**config.mk**
```make
export PLATFORM = sky130hd
export DESIGN_NAME = flash_page_sequencer
export DESIGN_NICKNAME = d
export VERILOG_FILES = /design/src/rtl/flash_page_sequencer.sv
export SDC_FILE = /design/constraint.sdc
export NUM_CORES = 1
export LEC_CHECK = 0
export ABC_AREA = 1
export BUFFER_PORTS_ARGS = -buffer_cell sky130_fd_sc_hd__buf_2
export CORE_ASPECT_RATIO = 0.7
export CORE_UTILIZATION = 45
export DETAILED_ROUTE_END_ITERATION = 8
export PLACE_DENSITY = 0.73
export RECOVER_POWER = 25
export SYNTH_ARGS = -nofsm -noshare
export SYNTH_HDL_FRONTEND = slang
export SYNTH_SLANG_ARGS = --single-unit
```
**constraint.sdc**
```tcl
create_clock -name clk -period 2.7 [get_ports clk]
set_input_delay 0.27 -clock clk [delete_from_list [all_inputs] [get_ports clk]]
set_output_delay 0.27 -clock clk [all_outputs]
set_load 0.01 [all_outputs]
```
**src/rtl/flash_page_sequencer.sv**
```systemverilog
// rtl/flash_page_sequencer.sv - ping-pong page buffer and SPI command sequencer for the UART-to-flash bootstrap
// Optional per-sector erase ahead of writes: define SECTOR_ERASE_EN.
package spi_pkg;
    typedef enum logic [1:0] {NONE = 2'd0, ERASE = 2'd1, WRITE = 2'd2, END = 2'd3} cmd_t;
endpackage

module flash_page_sequencer
    import spi_pkg::*;
#(
    parameter int          PAGE_BYTES   = 256,
    parameter int          ADDR_W       = 24,
    parameter int unsigned BASE_ADDR    = 0,
    parameter int          SECTOR_BYTES = 4096
) (
    input  logic                          clk,
    input  logic                          n_rst,
    input  logic                          page_full,
    input  logic [$clog2(PAGE_BYTES)-1:0] byte_count,
    input  logic                          rx_timeout,
    output logic                          fill_bank,
    output logic                          drain_bank,
    output cmd_t                          spi_cmd,
    input  logic                          spi_done,
    output logic [ADDR_W-1:0]             spi_addr,
    output logic [$clog2(PAGE_BYTES):0]   page_len,
    output logic                          overrun,
    output logic                          finished
);
    localparam int CNT_W = $clog2(PAGE_BYTES);
    localparam int LEN_W = CNT_W + 1;
    localparam logic [ADDR_W-1:0] SECTOR_MASK = ADDR_W'(SECTOR_BYTES - 1);

    typedef enum logic [2:0] {ST_ERASE, ST_IDLE, ST_WRITE, ST_END, ST_DONE} state_t;

`ifdef SECTOR_ERASE_EN
    localparam bit     SECTOR_MODE = 1'b1;
    localparam state_t RST_STATE   = ST_IDLE;
    localparam cmd_t   RST_CMD     = NONE;
`else
    localparam bit     SECTOR_MODE = 1'b0;
    localparam state_t RST_STATE   = ST_ERASE;
    localparam cmd_t   RST_CMD     = ERASE;
`endif

    state_t           state;
    logic [1:0]       pending, pending_n;
    logic             final_seen, final_seen_n;
    logic [CNT_W-1:0] final_len, final_len_n;
    logic             fill_n, drain_n, overrun_n;
    logic             wr_done;
    logic [ADDR_W-1:0] next_addr;
    logic [LEN_W-1:0] issue_len;

    function automatic logic needs_erase(input logic [ADDR_W-1:0] addr);
        return SECTOR_MODE && ((addr & SECTOR_MASK) == '0);
    endfunction

    assign wr_done   = (state == ST_WRITE) && spi_done;
    assign next_addr = spi_addr + ADDR_W'(PAGE_BYTES);

    // Bank bookkeeping: a completed write frees a bank before same-cycle arrivals are judged.
    always_comb begin
        pending_n    = pending;
        fill_n       = fill_bank;
        drain_n      = drain_bank;
        overrun_n    = overrun;
        final_seen_n = final_seen;
        final_len_n  = final_len;
        if (state != ST_DONE) begin
            if (wr_done) begin
                pending_n = pending_n - 2'd1;
                drain_n   = ~drain_n;
            end
            if (page_full) begin
                if (pending_n < 2'd2) begin
                    pending_n = pending_n + 2'd1;
                    fill_n    = ~fill_n;
                end else begin
                    overrun_n = 1'b1;
                end
            end
            if (rx_timeout && !final_seen) begin
                final_seen_n = 1'b1;
                final_len_n  = byte_count;
                if (byte_count != '0) begin
                    if (pending_n < 2'd2) begin
                        pending_n = pending_n + 2'd1;
                        fill_n    = ~fill_n;
                    end else begin
                        overrun_n = 1'b1;
                    end
                end
            end
        end
    end

    // Only the partial bank, once it is the sole page left, is written short.
    assign issue_len = (final_seen_n && final_len_n != '0 && pending_n == 2'd1)
                     ? {1'b0, final_len_n} : LEN_W'(PAGE_BYTES);

    always_ff @(posedge clk or negedge n_rst) begin
        if (!n_rst) begin
            state      <= RST_STATE;
            spi_cmd    <= RST_CMD;
            spi_addr   <= ADDR_W'(BASE_ADDR);
            fill_bank  <= 1'b0;
            drain_bank <= 1'b0;
            page_len   <= LEN_W'(PAGE_BYTES);
            overrun    <= 1'b0;
            finished   <= 1'b0;
            pending    <= 2'd0;
            final_seen <= 1'b0;
            final_len  <= '0;
        end else begin
            pending    <= pending_n;
            fill_bank  <= fill_n;
            drain_bank <= drain_n;
            overrun    <= overrun_n;
            final_seen <= final_seen_n;
            final_len  <= final_len_n;
            case (state)
                ST_ERASE: if (spi_done) begin
                    if (SECTOR_MODE) begin
                        state    <= ST_WRITE;
                        spi_cmd  <= WRITE;
                        page_len <= issue_len;
                    end else begin
                        state   <= ST_IDLE;
                        spi_cmd <= NONE;
                    end
                end
                ST_IDLE: begin
                    if (pending != 2'd0) begin
                        if (needs_erase(spi_addr)) begin
                            state   <= ST_ERASE;
                            spi_cmd <= ERASE;
                        end else begin
                            state    <= ST_WRITE;
                            spi_cmd  <= WRITE;
                            page_len <= issue_len;
                        end
                    end else if (final_seen) begin
                        state   <= ST_END;
                        spi_cmd <= END;
                    end
                end
                ST_WRITE: if (spi_done) begin
                    spi_addr <= next_addr;
                    if (pending_n != 2'd0) begin
                        if (needs_erase(next_addr)) begin
                            state   <= ST_ERASE;
                            spi_cmd <= ERASE;
                        end else begin
                            spi_cmd  <= WRITE;
                            page_len <= issue_len;
                        end
                    end else begin
                        state   <= ST_IDLE;
                        spi_cmd <= NONE;
                    end
                end
                ST_END: if (spi_done) begin
                    finished <= 1'b1;
                    state    <= ST_DONE;
                    spi_cmd  <= NONE;
                end
                default: ;
            endcase
        end
    end
endmodule
```
==> flow_summary_export.csv, run 1 <==
group,metric,value,unit
yosys,synth_cells,298,
critical_path,crit_family,"simple AND/OR/NAND/NOR gates",
pwr,peakVddDrop,239.4,µV
clocking,cts_buffers,5,
pwr,power_density,412.9,mW/mm²
detailed_routing,via_count,1892,
placement,gp_congestion,0.8787,
sta,relSlewSlack,-54.06,%
sta,period_needed,2.368,ns
floorplan,start_util,48.51,%
grt,antenna_found_initial,0,
sta,min_period_over_period,87.71,%
placement,postPlaceCellArea,0.002653,mm²
grt,grt_pass1_vias,1703,
sta,max_freq,422.3,MHz
status,outcome,"finished with violations",
layout,seq_area,0.001129,mm²
layout,fillers,480,
sta,holdWs,0.2268,ns
critical_path,cpPeakStageDelay,0.47,ns
detailed_routing,wl,4563,µm
floorplan,dieWidth,89.22,µm
detailed_routing,drtPass1Iterations,4,
layout,drive_gt1_share,20.75,%
floorplan,row_count,21,
clocking,clock-sinks,45,
critical_path,cp_common_cell,"nand2_1",
sta,skew,0.006177,ns
placement,pre_cts_ws,0.3569,ns
pwr,totalPowerFinal,1.132,mW
clocking,htreeDepth,2,
layout,antenna_cells,0,
yosys,syn_area,0.002396,mm²
clocking,cts_root_buf,"clkbuf_8",
critical_path,crit_path_max_fanout,5,
critical_path,end_kind,"flip-flop",
critical_path,path_buf_inv,4,
sta,slew_viol_final,46,
layout,final_core_util,55.50,%
critical_path,cpMaxStageDelayCell,"dfrtp_1",
grt,grt_pass1_wl,7879,µm
floorplan,die_y,63.05,µm
yosys,synth.distinct_cells,29,
layout,multi_input_area,0.001027,mm²
layout,final_nets,362,
critical_path,critical_path_class,"reg2reg",
detailed_routing,initialDrtViolationCount,92,
yosys,synth_area_leader_cell,"dfrtp_1",
sta,finalHoldViolCount,0,
sta,tightest_slew,2.311,ns
grt,grt-ovfl-total,0,
critical_path,crit_required,2.89,ns
critical_path,worst_setup_path_start_kind,"flip-flop",
floorplan,dieArea,0.005625,mm²
yosys,synth_seq_cells,45,
yosys,netlist.area_leader.share,44.91,%
pwr,p_leak,1.589,nW
yosys,yosysSeqAreaShare,47.10,%
detailed_routing,final_antenna_net_count,0,
clocking,insertion_delay,0.29,ns
yosys,yosysWarningCount,0,
sta,finalWorstSetupSlack,0.3319,ns
floorplan,core_area,0.004940,mm²
layout,stdcell_area,0.002741,mm²
status,violations,"capacitance limit, slew limit",
grt,grt_start_max_net_pins,46,
yosys,ys_top_cells_by_area,"dfrtp_1, nand2_1, inv_1",
sta,tns,0,ns
critical_path,crit_chain,"inv_1, nor2_2, nand4_1, nand2_1, nand2_1, nand2_1, inv_1, ha_1, inv_1, o21ai_0, inv_1, nand2_2, nand3_2, nand2_1, nand2_1, nor2_1, nor2_1",
sta,rsz0062_at_grt,"false",
detailed_routing,drc,0,
sta,setup_violations,0,
layout,area_growth,14.41,%
detailed_routing,vias_per_cell,4.548,
clocking,cts_setup_buffers,0,
layout,final_cell_count_no_fill,416,
clocking,cts.path.max_buffers,2,
placement,hpwl,3447,µm
worst_hold_path,hold_path.class,"in2reg",
detailed_routing,routedWlPerCell,10.97,µm
clocking,clkSlewWorstSetupHoldPaths,0.09,ns
placement,portBuffers,43,
floorplan,ios,52,
critical_path,worstPathArrival,2.56,ns
flow_run,drv_cap,1,
clocking,cts_resized,0,
placement,place_inst,408,
yosys,syn_area_per_cell,8.040,µm²
clocking,cts_tree,"built",
clocking,postCtsHoldBufs,0,
grt,track_usage,18.30,%
[worst min-delay path: cells and delay by family]
| kind | cells | cell delay [ns] |
|---|---|---|
| AO/OA/AOI/OAI | 1 | 0.07 |
| buffers and inverters | 2 | 0.15 |
[Yosys cell counts, drive strengths merged]
| library cell | count |
|---|---|
| a21oi | 2 |
| a31o | 1 |
| a31oi | 1 |
| buf | 9 |
| conb | 1 |
| dfrtp | 43 |
| dfstp | 2 |
| ha | 3 |
| inv | 52 |
| nand2 | 97 |
| nand3 | 14 |
| nand4 | 11 |
| nor2 | 27 |
| nor3 | 5 |
| o21ai | 13 |
| xnor2 | 5 |
| xor2 | 12 |
[layout make-up]
class	count	area share, %
Clock buffer	5	2.510
Clock inverter	3	0.7759
Inverter	52	7.120
Multi-Input combinational cell	199	37.47
Sequential cell	45	41.17
Tap cell	69	3.149
Timing Repair Buffer	43	7.805
[sequential cells by signal (all words and copies together), names as in the netlist]
register,count
page_len,9
spi_cmd,2
drain_bank,1
final_len,8
finished,1
fill_bank,1
spi_addr,16
state,3
final_seen,1
overrun,1
pending,2
[layer usage]
layer  up-vias  share of wire, %  global-route usage, %  wire length [µm]
li1        991                 -                      -                 -
met4         0              0.48                  4.167                22
met5         -                 0                      0                 0
met3         2               5.2                  4.194               235
met2        50                40                  25.76              1838
met1       849                54                  28.44              2466
[path summary, 6_finish.rpt]
path | slack [ns] | from | cells past startpoint | to
min in group asynchronous | 0.66 | n_rst | 1 | final_len[1]
setup / recovery | 0.33 | state[1] | 17 | spi_cmd[1]
max in group asynchronous | 0.72 | n_rst | 1 | final_len[7]
setup reg to reg | 0.33 | state[1] | 17 | spi_cmd[1]
hold / removal | 0.23 | byte_count[7] | 3 | final_len[7]
hold reg to reg | 0.47 | page_len[8] | 2 | page_len[8]
[placed cells by master (no fill, tap or decap), drive strengths merged]
cell and instances:
a21oi 2, dfstp 2, ha 3, a31oi 1, xor2 12, o21ai 13
nand3 14, nand2 97, a31o 1, clkinvlp 1, buf 42, nor2 27
nand4 11, dfrtp 43, nor3 5, xnor2 5, inv 53, clkinv 1
conb 8, clkbuf 6
[where the power goes]
group	internal (mW)	total (mW)	switching, mW
logic	0.00849	0.0367	0.0282
registers	0.674	0.675	0.000432
clock network	0.184	0.420	0.237
total	0.867	1.13	0.265
[cells by family after synthesis]
logic type                 synth area share, %
and+or+nand+nor                          29.92
buffers and inverters                    11.12
DFF                                      47.10
AOI/OAI and AO/OA                        3.916
xor gates and xnor gates                 6.214
adders and majority gates                1.567
other                                   0.1565
Note: power is estimated with default switching activity, not from simulation.
==> run 2: changes to the inputs <==
==> constraint.sdc (replaced) <==
create_clock -name clk -period 2.8 [get_ports clk]
set_input_delay 0.28 -clock clk [delete_from_list [all_inputs] [get_ports clk]]
set_output_delay 0.28 -clock clk [all_outputs]
set_load 0.01 [all_outputs]
==> run 2 against run 1 <==
  * The flow still finishes with violations (capacitance limit, slew limit)
  * Hold slack gained 0.023 ns
  * Non-clock buffer count is the same
  * Critical endpoint unchanged
  * Wire length grew 1.1%
==> flow_summary_export.csv, run 2 (synthesis gave the netlist of run 1 again) <==
group,metric,value,unit
clocking,clkSlewWorstSetupHoldPaths,0.09,ns
layout,largest_reg_flops,16,
layout,antenna_cells,0,
detailed_routing,routedWlPerCell,11.09,µm
floorplan,core_area,0.004940,mm²
detailed_routing,drc,0,
placement,hpwl,3515,µm
pwr,p_int,0.8355,mW
grt,grt_pass1_wl,8107,µm
critical_path,r2r_setup_slack,0.36,ns
layout,drive_gt1_share,20.46,%
worst_hold_path,hold_path.class,"in2reg",
detailed_routing,final_antenna_net_count,0,
floorplan,die_y,63.05,µm
detailed_routing,via_count,1920,
sta,relSlewSlack,-57.83,%
grt,antenna_found_initial,0,
pwr,p_sw,0.2512,mW
layout,top_register,"spi_addr",
clocking,cts.path.max_buffers,2,
sta,setup_violations,0,
worst_hold_path,hold-path-endpoint,"final_len[7]",
worst_hold_path,whs_path_depth,3,
clocking,insertion_delay,0.29,ns
clocking,cts_tree,"built",
layout,final_nets,362,
floorplan,ios,52,
pwr,swShare,23.12,%
placement,portBuffers,43,
sta,period_needed,2.440,ns
pwr,p_comb_share,3.3,%
sta,rsz0062_at_grt,"false",
grt,track_usage,18.55,%
critical_path,reg2reg_to,"spi_cmd[1]",
critical_path,ff2ff_path_depth,16,
sta,tightest_slew,2.367,ns
critical_path,critical_path_class,"reg2reg",
floorplan,dieWidth,89.22,µm
floorplan,start_util,48.51,%
sta,tns,0,ns
placement,gp_congestion,0.8788,
floorplan,row_count,21,
status,violations,"capacitance limit, slew limit",
grt,grt_pass1_vias,1769,
clocking,cts_buffers,5,
layout,stdcell_area,0.002741,mm²
grt,grt-ovfl-total,0,
pwr,power_density,396.4,mW/mm²
sta,slew_viol_final,46,
layout,multi_input_area,0.001027,mm²
sta,max_freq,409.9,MHz
pwr,peakVddDrop,245.6,µV
critical_path,worstPathArrival,2.63,ns
worst_hold_path,min-delay-start,"byte_count[7]",
layout,seq_area,0.001129,mm²
grt,grt_start_max_net_pins,46,
status,outcome,"finished with violations",
layout,fillers,488,
clocking,cts_setup_buffers,0,
layout,area_growth,14.41,%
sta,min_period_over_period,87.13,%
critical_path,crit_path_max_fanout,9,
critical_path,rr_startpoint,"state[2]",
pwr,totalPowerFinal,1.087,mW
pwr,pwr-share-seq,59.9,%
critical_path,worst_setup_path_start_kind,"flip-flop",
layout,top_regs,"spi_addr (16), page_len (9), final_len (8)",
clocking,cts_root_buf,"clkbuf_8",
placement,postPlaceCellArea,0.002653,mm²
pwr,p_leak,1.591,nW
sta,skew,0.006275,ns
layout,final_core_util,55.50,%
clocking,htreeDepth,2,
critical_path,crit_required,2.99,ns
critical_path,end_kind,"flip-flop",
layout,final_cell_mix,"nand2_1, inv_1, dfrtp_1",
detailed_routing,wl,4614,µm
pwr,clkPwrFrac,36.9,%
detailed_routing,initialDrtViolationCount,166,
floorplan,dieArea,0.005625,mm²
detailed_routing,drtPass1Iterations,4,
clocking,cts_resized,0,
clocking,clock-sinks,45,
flow_run,drv_cap,1,
clocking,postCtsHoldBufs,0,
detailed_routing,vias_per_cell,4.615,
sta,finalHoldViolCount,0,
sta,holdWs,0.2496,ns
layout,layout_commonest_cell,"nand2_1",
==> run 2: cell count changes in the layout (fill, tap and decap cells not counted) <==
cell / previous run / this run
inv_1: 50 / 51
inv_2: 2 / 1
==> run 2: worst max path at each step <==
| stage | end | start | cells after the start |
|---|---|---|---|
| after detailed placement | spi_cmd[1] | state[0] | 16 |
| final | spi_cmd[1] | state[2] | 16 |
| after floorplan | spi_cmd[1] | state[1] | 17 |
| after CTS | spi_cmd[1] | state[0] | 16 |
| after global placement | spi_cmd[1] | state[0] | 16 |
| after global routing | spi_cmd[1] | state[2] | 16 |
==> run 2: metrics by stage <==
step | cells | setup slack, ns
CTS | 416 | 0.4242
global route | 416 | 0.1031
global placement | 408 | 0.5181
finish | 416 | 0.3605
floorplan | 305 | 0.7259
detailed placement | 408 | 0.4481
==> run 2: power groups by stage <==
stage / sequential (mW) / combinational, mW / clock (mW)
3_5_place_dp: 0.663 / 0.0370 / 0
4_1_cts: 0.651 / 0.0370 / 0.412
5_1_grt: 0.651 / 0.0418 / 0.442
6_report: 0.651 / 0.0357 / 0.400
3_3_place_gp: 0.663 / 0.0368 / 0
2_1_floorplan: 0.664 / 0.0176 / 0
==> run 2: metal layers <==
metal	vias to the layer above	GRT usage [%]	share of wire (%)
met5	-	0	0
met4	0	2.976	0.43
met3	4	4.063	4.4
met2	46	26.81	41
met1	882	28.86	54
li1	988	-	-
==> run 2: cell type report <==
| type | count | share of cell area (%) |
|---|---|---|
| clock buffers | 5 | 2.510 |
| clock inverters | 3 | 0.7759 |
| inverters | 52 | 7.120 |
| multi-input cells | 199 | 37.47 |
| flip-flops and latches | 45 | 41.17 |
| well taps | 69 | 3.149 |
| repair buffers | 43 | 7.805 |
==> run 2: critical path, stage by stage (launching register included) <==
cell     delay (ns)
dfrtp_1        0.44
inv_1          0.20
nand4_4        0.21
nand2_1        0.12
nand2_1        0.10
nand2_1        0.12
inv_1          0.07
ha_1           0.27
inv_1          0.04
o21ai_0        0.15
inv_1          0.07
nand2_2        0.09
nand3_2        0.09
nand2_1        0.12
nand2_1        0.10
nor2_1         0.12
nor2_1         0.05
==> run 3: changes to the inputs <==
--- a/config.mk
+++ b/config.mk
@@ -7,11 +7,13 @@
 export LEC_CHECK = 0
 export ABC_AREA = 1
 export BUFFER_PORTS_ARGS = -buffer_cell sky130_fd_sc_hd__buf_2
+export CAP_MARGIN = 15
 export CORE_ASPECT_RATIO = 0.7
 export CORE_UTILIZATION = 45
 export DETAILED_ROUTE_END_ITERATION = 8
 export PLACE_DENSITY = 0.73
 export RECOVER_POWER = 25
+export SETUP_SLACK_MARGIN = 0.5
 export SYNTH_ARGS = -nofsm -noshare
 export SYNTH_HDL_FRONTEND = slang
 export SYNTH_SLANG_ARGS = --single-unit
==> run 3 against run 2 <==
  * The flow now finishes without violations
  * Clock skew increased by 0.0016 ns
  * Cell area increased by 6.3%
  * Hold slack got worse by 0.11 ns
  * Core utilization increased by 3.5 points
  * Clock-buffer cell count unchanged
  * Global-route usage increased by 0.11 points
  * Setup slack improved by 0.15 ns
  * Fmax increased by 6.4%
  * Sequential power about the same
  * Non-clock buffer count increased by 8
  * Critical path type unchanged
  * Largest power group unchanged
  * Highest routed layer unchanged
==> flow_summary_export.csv, run 3 (synthesis gave the netlist of run 1 again) <==
group,metric,value,unit
status,outcome,"completed",
sta,tightest_slew,0.9913,ns
grt,grt_start_max_net_pins,46,
floorplan,row_count,21,
placement,hpwl,3515,µm
floorplan,start_util,48.51,%
clocking,cts_buffers,5,
worst_hold_path,hold_path.class,"in2async",
detailed_routing,final_antenna_net_count,0,
critical_path,worstPathArrival,2.52,ns
clocking,clkSlewWorstSetupHoldPaths,0.09,ns
critical_path,r2r_setup_slack,0.51,ns
layout,area_growth,21.67,%
flow_run,drv_cap,0,
layout,top_regs,"spi_addr (16), page_len (9), final_len (8)",
pwr,totalPowerFinal,1.089,mW
layout,final_cell_mix,"nand2_1, inv_1, buf_2",
detailed_routing,initialDrtViolationCount,115,
clocking,insertion_delay,0.29,ns
sta,rsz0062_at_grt,"true",
layout,antenna_cells,0,
floorplan,dieWidth,89.22,µm
detailed_routing,routedWlPerCell,11.90,µm
layout,largest_reg_flops,16,
clocking,cts_tree,"built",
sta,tns,0,ns
critical_path,worst_setup_path_start_kind,"flip-flop",
sta,min_period_over_period,81.85,%
detailed_routing,vias_per_cell,4.749,
floorplan,die_y,63.05,µm
critical_path,cpMaxStageDelayCell,"dfrtp_1",
clocking,postCtsHoldBufs,0,
detailed_routing,wl,5071,µm
sta,slew_viol_final,0,
critical_path,cp_common_cell,"nand2_2",
grt,grt_pass1_vias,1778,
detailed_routing,drc,0,
pwr,p_leak,1.612,nW
sta,setup_violations,0,
clocking,cts.path.max_buffers,2,
sta,holdWs,0.1438,ns
floorplan,dieArea,0.005625,mm²
critical_path,crit_chain,"inv_2, ha_4, inv_1, nand4_1, nand3_2, nand2_2, nand2_2, ha_4, inv_1, o21ai_1, inv_1, nand2_2, nand4_1, nand2_2, nand2_1, nand2_1",
critical_path,end_kind,"flip-flop",
sta,period_needed,2.292,ns
placement,postPlaceCellArea,0.002653,mm²
placement,portBuffers,43,
pwr,power_density,373.7,mW/mm²
critical_path,crit_path_max_fanout,4,
placement,place_inst,408,
grt,track_usage,18.66,%
layout,top_register,"spi_addr",
detailed_routing,drtPass1Iterations,4,
grt,grt-ovfl-total,0,
layout,drive_gt1_share,31.93,%
critical_path,crit_required,3.03,ns
floorplan,ios,52,
layout,final_nets,372,
sta,relSlewSlack,33.91,%
clocking,clock-sinks,45,
layout,layout_commonest_cell,"nand2_1",
layout,stdcell_area,0.002915,mm²
detailed_routing,via_count,2023,
clocking,htreeDepth,2,
sta,finalHoldViolCount,0,
floorplan,core_area,0.004940,mm²
clocking,cts_root_buf,"clkbuf_8",
grt,antenna_found_initial,0,
sta,skew,0.007885,ns
sta,max_freq,436.3,MHz
placement,gp_congestion,0.8788,
layout,final_cell_count_no_fill,426,
pwr,peakVddDrop,247.1,µV
grt,grt_pass1_wl,8155,µm
critical_path,critical_path_class,"reg2reg",
critical_path,cpPeakStageDelay,0.40,ns
run 3: layout make-up:
class / instances / area, µm²
fill: 465 / 2024
tap: 69 / 86.33
inverter: 52 / 195.2
multi-input combinational: 201 / 1140
sequential: 45 / 1132
timing repair buffer: 51 / 271.5
clock buffer: 5 / 68.82
clock inverter: 3 / 21.27
run 3: per-stage QoR:
step	setup slack, ns	util, %
finish	0.5082	59.02
global route	0.3724	59.02
CTS	0.5245	55.75
detailed placement	0.4481	53.70
global placement	0.5181	53.70
floorplan	0.7259	-
run 3: final timing paths:
path | from | to | depth (start not counted)
max | pending[0] | page_len[1] | 16
min | n_rst | final_len[1] | 1
max reg2reg | pending[0] | page_len[1] | 16
min reg2reg | page_len[8] | page_len[8] | 2
max in group asynchronous | n_rst | state[0] | 1
min in group clk | byte_count[7] | final_len[7] | 3
run 3: per-layer routing:
metal | GRT usage [%] | share of wire, % | wire (µm)
met4 | 2.976 | 0.28 | 14
met1 | 29.21 | 52 | 2612
met2 | 26.81 | 44 | 2218
met3 | 4.063 | 4.4 | 224
met5 | 0 | 0 | 0
run 3: where the power goes:
group	leakage [nW]	internal (mW)	switching (mW)
logic	1.03	0.00867	0.0283
clock network	0.0445	0.177	0.225
registers	0.537	0.650	0.000466
run 3: repair_timing:
item / 4_1_cts / 5_1_grt
endpoints found under the setup margin: 12 / 12
buffers inserted: 1 / 7
pin swaps: 1 / 31
gates cloned: 0 / 2
resized for setup: 2 / 34
run 3: critical path, delay by kind of cell, from the launching register on:
kind                       cells  cell delay [ns]
buffers and inverters          4             0.22
and+or+nand+nor                9             0.96
AOI/OAI and AO/OA              1             0.11
DFF                            1             0.40
adders and majority gates      2             0.52
